### src/rtl/sha1_block_sequencer.sv
// sha1_block_sequencer
// Drives a SHA-1 core through its 8-bit address / 32-bit data register port:
// accepts 16 message words on a valid/ready stream, writes them to the core's
// BLOCK registers, issues init or next, polls STATUS.ready, then streams the
// five digest words out (H0 first, out_last on H4).
//
// Ports
//   clk, reset            : rising-edge clock, asynchronous active-high reset
//   start, first          : block start pulse; first=1 selects init, 0 next
//   in_valid/in_ready/in_data           : message word stream (word 0 = bits 511:480)
//   out_valid/out_ready/out_data/out_last : digest word stream
//   busy, timeout         : block in progress; sticky poll-limit flag
//   core_cs/core_we/core_address/core_write_data/core_read_data : core register port
module sha1_block_sequencer #(
    parameter int unsigned POLL_LIMIT = 1023
) (
    input  logic        clk,
    input  logic        reset,
    input  logic        start,
    input  logic        first,
    input  logic        in_valid,
    output logic        in_ready,
    input  logic [31:0] in_data,
    output logic        out_valid,
    input  logic        out_ready,
    output logic [31:0] out_data,
    output logic        out_last,
    output logic        busy,
    output logic        timeout,
    output logic        core_cs,
    output logic        core_we,
    output logic [7:0]  core_address,
    output logic [31:0] core_write_data,
    input  logic [31:0] core_read_data
);

    localparam int unsigned PW = (POLL_LIMIT > 1) ? $clog2(POLL_LIMIT + 1) : 1;
    localparam logic [PW-1:0] POLL_LAST = PW'(POLL_LIMIT - 1);

    localparam logic [7:0] ADDR_CTRL   = 8'h08;
    localparam logic [7:0] ADDR_STATUS = 8'h09;
    localparam logic [7:0] ADDR_BLOCK  = 8'h10;
    localparam logic [7:0] ADDR_DIGEST = 8'h20;

    typedef enum logic [2:0] {
        IDLE   = 3'd0,
        LOAD   = 3'd1,
        CMD    = 3'd2,
        POLL   = 3'd3,
        DIGEST = 3'd4,
        OUT    = 3'd5,
        ERR    = 3'd6
    } state_t;

    state_t        state, state_nxt;
    logic [3:0]    cnt, cnt_nxt;
    logic [PW-1:0] poll_cnt, poll_cnt_nxt;
    logic          first_q, first_nxt;
    logic          timeout_q, timeout_nxt;
    logic [31:0]   out_data_q, out_data_nxt;

    // State and datapath registers
    always_ff @(posedge clk or posedge reset) begin
        if (reset) begin
            state      <= IDLE;
            cnt        <= '0;
            poll_cnt   <= '0;
            first_q    <= 1'b0;
            timeout_q  <= 1'b0;
            out_data_q <= '0;
        end else begin
            state      <= state_nxt;
            cnt        <= cnt_nxt;
            poll_cnt   <= poll_cnt_nxt;
            first_q    <= first_nxt;
            timeout_q  <= timeout_nxt;
            out_data_q <= out_data_nxt;
        end
    end

    // Next-state, counter updates and core-port / stream decode
    always_comb begin
        state_nxt       = state;
        cnt_nxt         = cnt;
        poll_cnt_nxt    = poll_cnt;
        first_nxt       = first_q;
        timeout_nxt     = timeout_q;
        out_data_nxt    = out_data_q;
        in_ready        = 1'b0;
        out_valid       = 1'b0;
        out_last        = 1'b0;
        core_cs         = 1'b0;
        core_we         = 1'b0;
        core_address    = '0;
        core_write_data = '0;

        case (state)
            IDLE: begin
                if (start) begin
                    first_nxt   = first;
                    timeout_nxt = 1'b0;
                    cnt_nxt     = '0;
                    state_nxt   = LOAD;
                end
            end
            LOAD: begin
                in_ready = 1'b1;
                if (in_valid) begin
                    core_cs         = 1'b1;
                    core_we         = 1'b1;
                    core_address    = ADDR_BLOCK + 8'(cnt);
                    core_write_data = in_data;
                    cnt_nxt         = cnt + 4'd1;
                    if (cnt == 4'd15) begin
                        state_nxt = CMD;
                    end
                end
            end
            CMD: begin
                core_cs         = 1'b1;
                core_we         = 1'b1;
                core_address    = ADDR_CTRL;
                core_write_data = first_q ? 32'h1 : 32'h2;
                poll_cnt_nxt    = '0;
                state_nxt       = POLL;
            end
            POLL: begin
                core_cs      = 1'b1;
                core_address = ADDR_STATUS;
                if (core_read_data[0]) begin
                    cnt_nxt   = '0;
                    state_nxt = DIGEST;
                end else if (poll_cnt == POLL_LAST) begin
                    // This was the POLL_LIMIT-th unsuccessful read
                    timeout_nxt = 1'b1;
                    state_nxt   = ERR;
                end else begin
                    poll_cnt_nxt = poll_cnt + PW'(1);
                end
            end
            DIGEST: begin
                core_cs      = 1'b1;
                core_address = ADDR_DIGEST + 8'(cnt);
                out_data_nxt = core_read_data;
                state_nxt    = OUT;
            end
            OUT: begin
                out_valid = 1'b1;
                out_last  = (cnt == 4'd4);
                if (out_ready) begin
                    if (cnt == 4'd4) begin
                        state_nxt = IDLE;
                    end else begin
                        cnt_nxt   = cnt + 4'd1;
                        state_nxt = DIGEST;
                    end
                end
            end
            ERR: begin
                state_nxt = IDLE;
            end
            default: begin
                state_nxt = IDLE;
            end
        endcase
    end

    assign busy     = (state != IDLE);
    assign timeout  = timeout_q;
    assign out_data = out_data_q;

endmodule
### config.mk
export PLATFORM = sky130hd
export DESIGN_NAME = sha1_block_sequencer
export DESIGN_NICKNAME = d
export VERILOG_FILES = /design/src/rtl/sha1_block_sequencer.sv
export SDC_FILE = /design/constraint.sdc
export NUM_CORES = 1
export LEC_CHECK = 0
export BUFFER_PORTS_ARGS = -buffer_cell sky130_fd_sc_hd__buf_2
export CORE_MARGIN = 4
export CORE_UTILIZATION = 30
export CTS_BUF_LIST = sky130_fd_sc_hd__clkbuf_8
export CTS_CLUSTER_SIZE = 10
export DETAILED_ROUTE_END_ITERATION = 16
export PLACE_DENSITY = 0.61
export SETUP_SLACK_MARGIN = 0.05
export SLEW_MARGIN = 5
export SYNTH_ARGS = -nofsm -noshare
export SYNTH_HDL_FRONTEND = slang
export SYNTH_SLANG_ARGS = --single-unit
### constraint.sdc
create_clock -name clk -period 2.2 [get_ports clk]
set_clock_uncertainty 0.15 [all_clocks]
set_input_delay 0.33 -clock clk [delete_from_list [all_inputs] [get_ports clk]]
set_output_delay 0.33 -clock clk [all_outputs]
set_load 0.02 [all_outputs]
==> impl_results.md <==
- Internal power: 2.933 mW
- VDD IR-drop max: 0.0007289 V
- Commonest cells after routing, fill and taps aside: 111 x buf_2, 49 x dfrtp_1, 35 x buf_6
- Filler cell count: 851
- Top_reg_cell synth: dfrtp_1
- Combinational power share: 57.9%
- Post-Synthesis Cells: ~260
- Reg area: 1279 sq um
- H-Tree Depth: 2
- Avg Inst Size Synth: 10.73 sq um
- Design area: 4074 sq um
- Post-Place Worst Slack: 263.5 ps
- Antenna violations before repair: 0
- Port bufs: 146
- Gr busiest metal: met2
- Pwr dens: 1271 nW/um^2
- First-pass GRT wire length: around 13 mm
- Setup violations, final: 0
- Io pins: 149
- Core Area: 8848 sq um
- Slew @ Worst Pin: 575.4 ps
- Fmax: 0.4611 GHz
- Leak: 2.017 nW
- Residual DRC: 0
- Yosys reg bits: 51
- DRT Pass-1 Iters: 4
- CTS tree: yes
- Post-synth top area cell: dfrtp_1
- Clock Tree Buf Depth: 2
- Period Utilization, post-route: 98.57%
- GRT met3 Usage: 2.980%
- DP Area: 3615 sq um
- Die Y: 103.9 um
- Final-stage net count: 486
- Area of the multi-input gates: 1429 sq um
- Met1 Resource Use GR: 15.57%
- 1st-iter DRT viols: 107
- Total die area: 10790 sq um
- Clock power frac: 10.7%
- Met2 GRT Util: 25.77%
- Fin worst setup slack: 31.43 ps
- Pin count of the biggest net entering global routing: 29
- Fraction of the yosys area taken by sequential cells: 46.30%
- Worst Hold Depth: 2
- Ys Warns: 0
- FF-to-FF path depth: 6
- Worst Setup Start Kind: flip-flop
- Vias: 2584
- # rows: 34
- Ys async rst share: 100.0%
- Total wire length: 8.128 mm
- Vias per std cell: 4.960
- Library cells used by synthesis: 47
- Synth area leaders: dfrtp_1 46%, mux2_2 12%, and2_1 7.5%, buf_6 2.0%, mux2_1 2.0%
- Min cycle time layout: 2169 ps
- Clock Sinks: between 50 and 60
- DP HPWL: 5.797 mm
- Outcome: finished, final reports clean
- Final max-slew violation count: 0
- Reg-to-reg critical path startpoint: poll_cnt[0]$_DFFE_PP0P_
- RR Endpoint: poll_cnt[9]$_DFFE_PP0P_
- Starting Density: 31.15%
- Worst setup endpoint: core_write_data[21]
- Area growth, synth to finish: 47.80%
- Unrepaired setup endpoints after global routing: yes
- Routed WL per cell: approximately 16 um
- Most common cell after layout, fill and taps aside: buf_2
- Min-Delay Path Class: input pin to flip-flop
- Flop pwr share: 31.3%
- Crit. Startpoint: state[1]$_DFFE_PP0P_
- Share of cells above drive strength 1: 56.42%
- GP Congestion: 0.8336
- Crit path kind: flip-flop to output port
- Sw Ratio: 43.36%
- CP Capture Type: output port
- WP data arrival: 1690 ps
- Clock Latency Late Sink: between 300 and 400 ps
- Sw power: 2.245 mW
- Slew HR: 61.58%
- Worst EP required: 1720 ps
- Area of the mapped netlist: 2756 sq um
- Grt ovf: 0
- CP max FO: 9
- N_diodes: 0
- Final Hold Fails: 0
- Root buffer cell: clkbuf_8
- Proportion of netlist area held by the largest area contributor: 46.30%
- Clock buffer count from CTS: 5
- Max Cap Viol: 0
- Gr usage total: 13.82%
- Worst R2R Setup Slack: 240 ps
- Register clock-pin slew on the reported worst setup and hold paths: 100 ps
- Vias in the first global route: 2634
- Antenna-violating nets left: 0
- Die width: roughly 100 um
- Post-synth EDFFs: 0
==> registers in the layout, indices dropped and copies added, names as in the netlist <==
register  cells
poll_cnt     10
state         3
timeout       1
out_data     32
first_q       1
cnt           4
==> how the worst min path moves through the flow <==
stage / from / to / slack (ps)
after floorplan: core_read_data[15] / out_data[15]$_DFFE_PP0P_ / 310
after global placement: reset / out_data[23]$_DFFE_PP0P_ / 270
after detailed placement: reset / out_data[23]$_DFFE_PP0P_ / 270
after CTS: core_read_data[22] / out_data[22]$_DFFE_PP0P_ / 60
after global routing: core_read_data[22] / out_data[22]$_DFFE_PP0P_ / 80
final: core_read_data[22] / out_data[22]$_DFFE_PP0P_ / 70
==> cell usage after synthesis, types with 3 or more instances <==
library cell  number
ha_1               4
inv_1              8
mux2i_1            4
nand3_1            8
mux2_1             5
or4_1              3
and2_1            33
or3_1              4
nand4_1            3
nand2_1           14
nand2b_1           4
dfrtp_1           51
mux2_2            29
nor2_1            10
a21oi_1            9
clkbuf_1           3
o21ai_0            7
buf_2              5
nand3b_1           3
and4_4             3
o2bb2ai_1          3
buf_6              5
o31ai_1            3
nor2b_1            3
==> metal layers <==
layer | up-vias | wire (um)
met5 | - | 0
met1 | 1275 | 3157
met3 | 6 | 396
li1 | 1226 | -
met2 | 77 | 4502
met4 | 0 | 72
==> worst max-delay path, stage by stage (launching register included) <==
cell and delay (ps):
dfrtp_1 420, nand2b_4 160, nor3b_4 230, buf_6 160, buf_8 130, and2_1 160
buf_6 120
==> power by group through the flow <==
stage                     Clock [mW]  Sequential (mW)  Combinational, mW
final                          0.556             1.62               3.00
after global routing           0.614             1.68               3.22
after CTS                      0.580             1.62               2.66
after detailed placement           0             1.62               2.58
after global placement             0             1.60               2.55
after floorplan                    0             1.95               1.39
==> per-stage QoR <==
stage	instances	setup TNS, ps	power, mW	util [%]	hold slack [ps]
global route	521	-105.0	5.519	46.04	76.67
global placement	506	0	4.153	40.85	274.2
CTS	517	0	4.855	42.48	62.72
floorplan	258	0	3.337	-	314.7
detailed placement	506	0	4.201	40.85	273.8
finish	521	0	5.178	46.04	74.40
==> cell type report <==
type	count	share of cell area, %
clock buffer	5	1.689
clock inverter	3	0.4914
inverter	8	0.7371
multi-input combinational	183	35.07
sequential	51	31.39
tap	108	3.317
timing repair buffer	163	27.30
==> repair_timing <==
item	in CTS	in global routing
hold endpoints to repair	23	0
resized for setup	11	98
pin swaps	1	12
gates cloned	2	2
endpoints found under the setup margin	38	37
setup buffers	0	2
hold buffers	1	0
==> kinds of logic (layout without fill, tap and decap cells) <==
family | after synthesis | after routing | share of synthesized area [%]
AOI/OAI and AO/OA | 40 | 40 | 9.714
adders and majority gates | 4 | 4 | 1.816
buffers and inverters | 24 | 179 | 5.129
DFF | 51 | 51 | 46.30
muxes | 38 | 38 | 15.34
other | 1 | 2 | 0.1360
and+or+nand+nor | 99 | 99 | 21.56
Note: power is estimated with default switching activity, not from simulation.
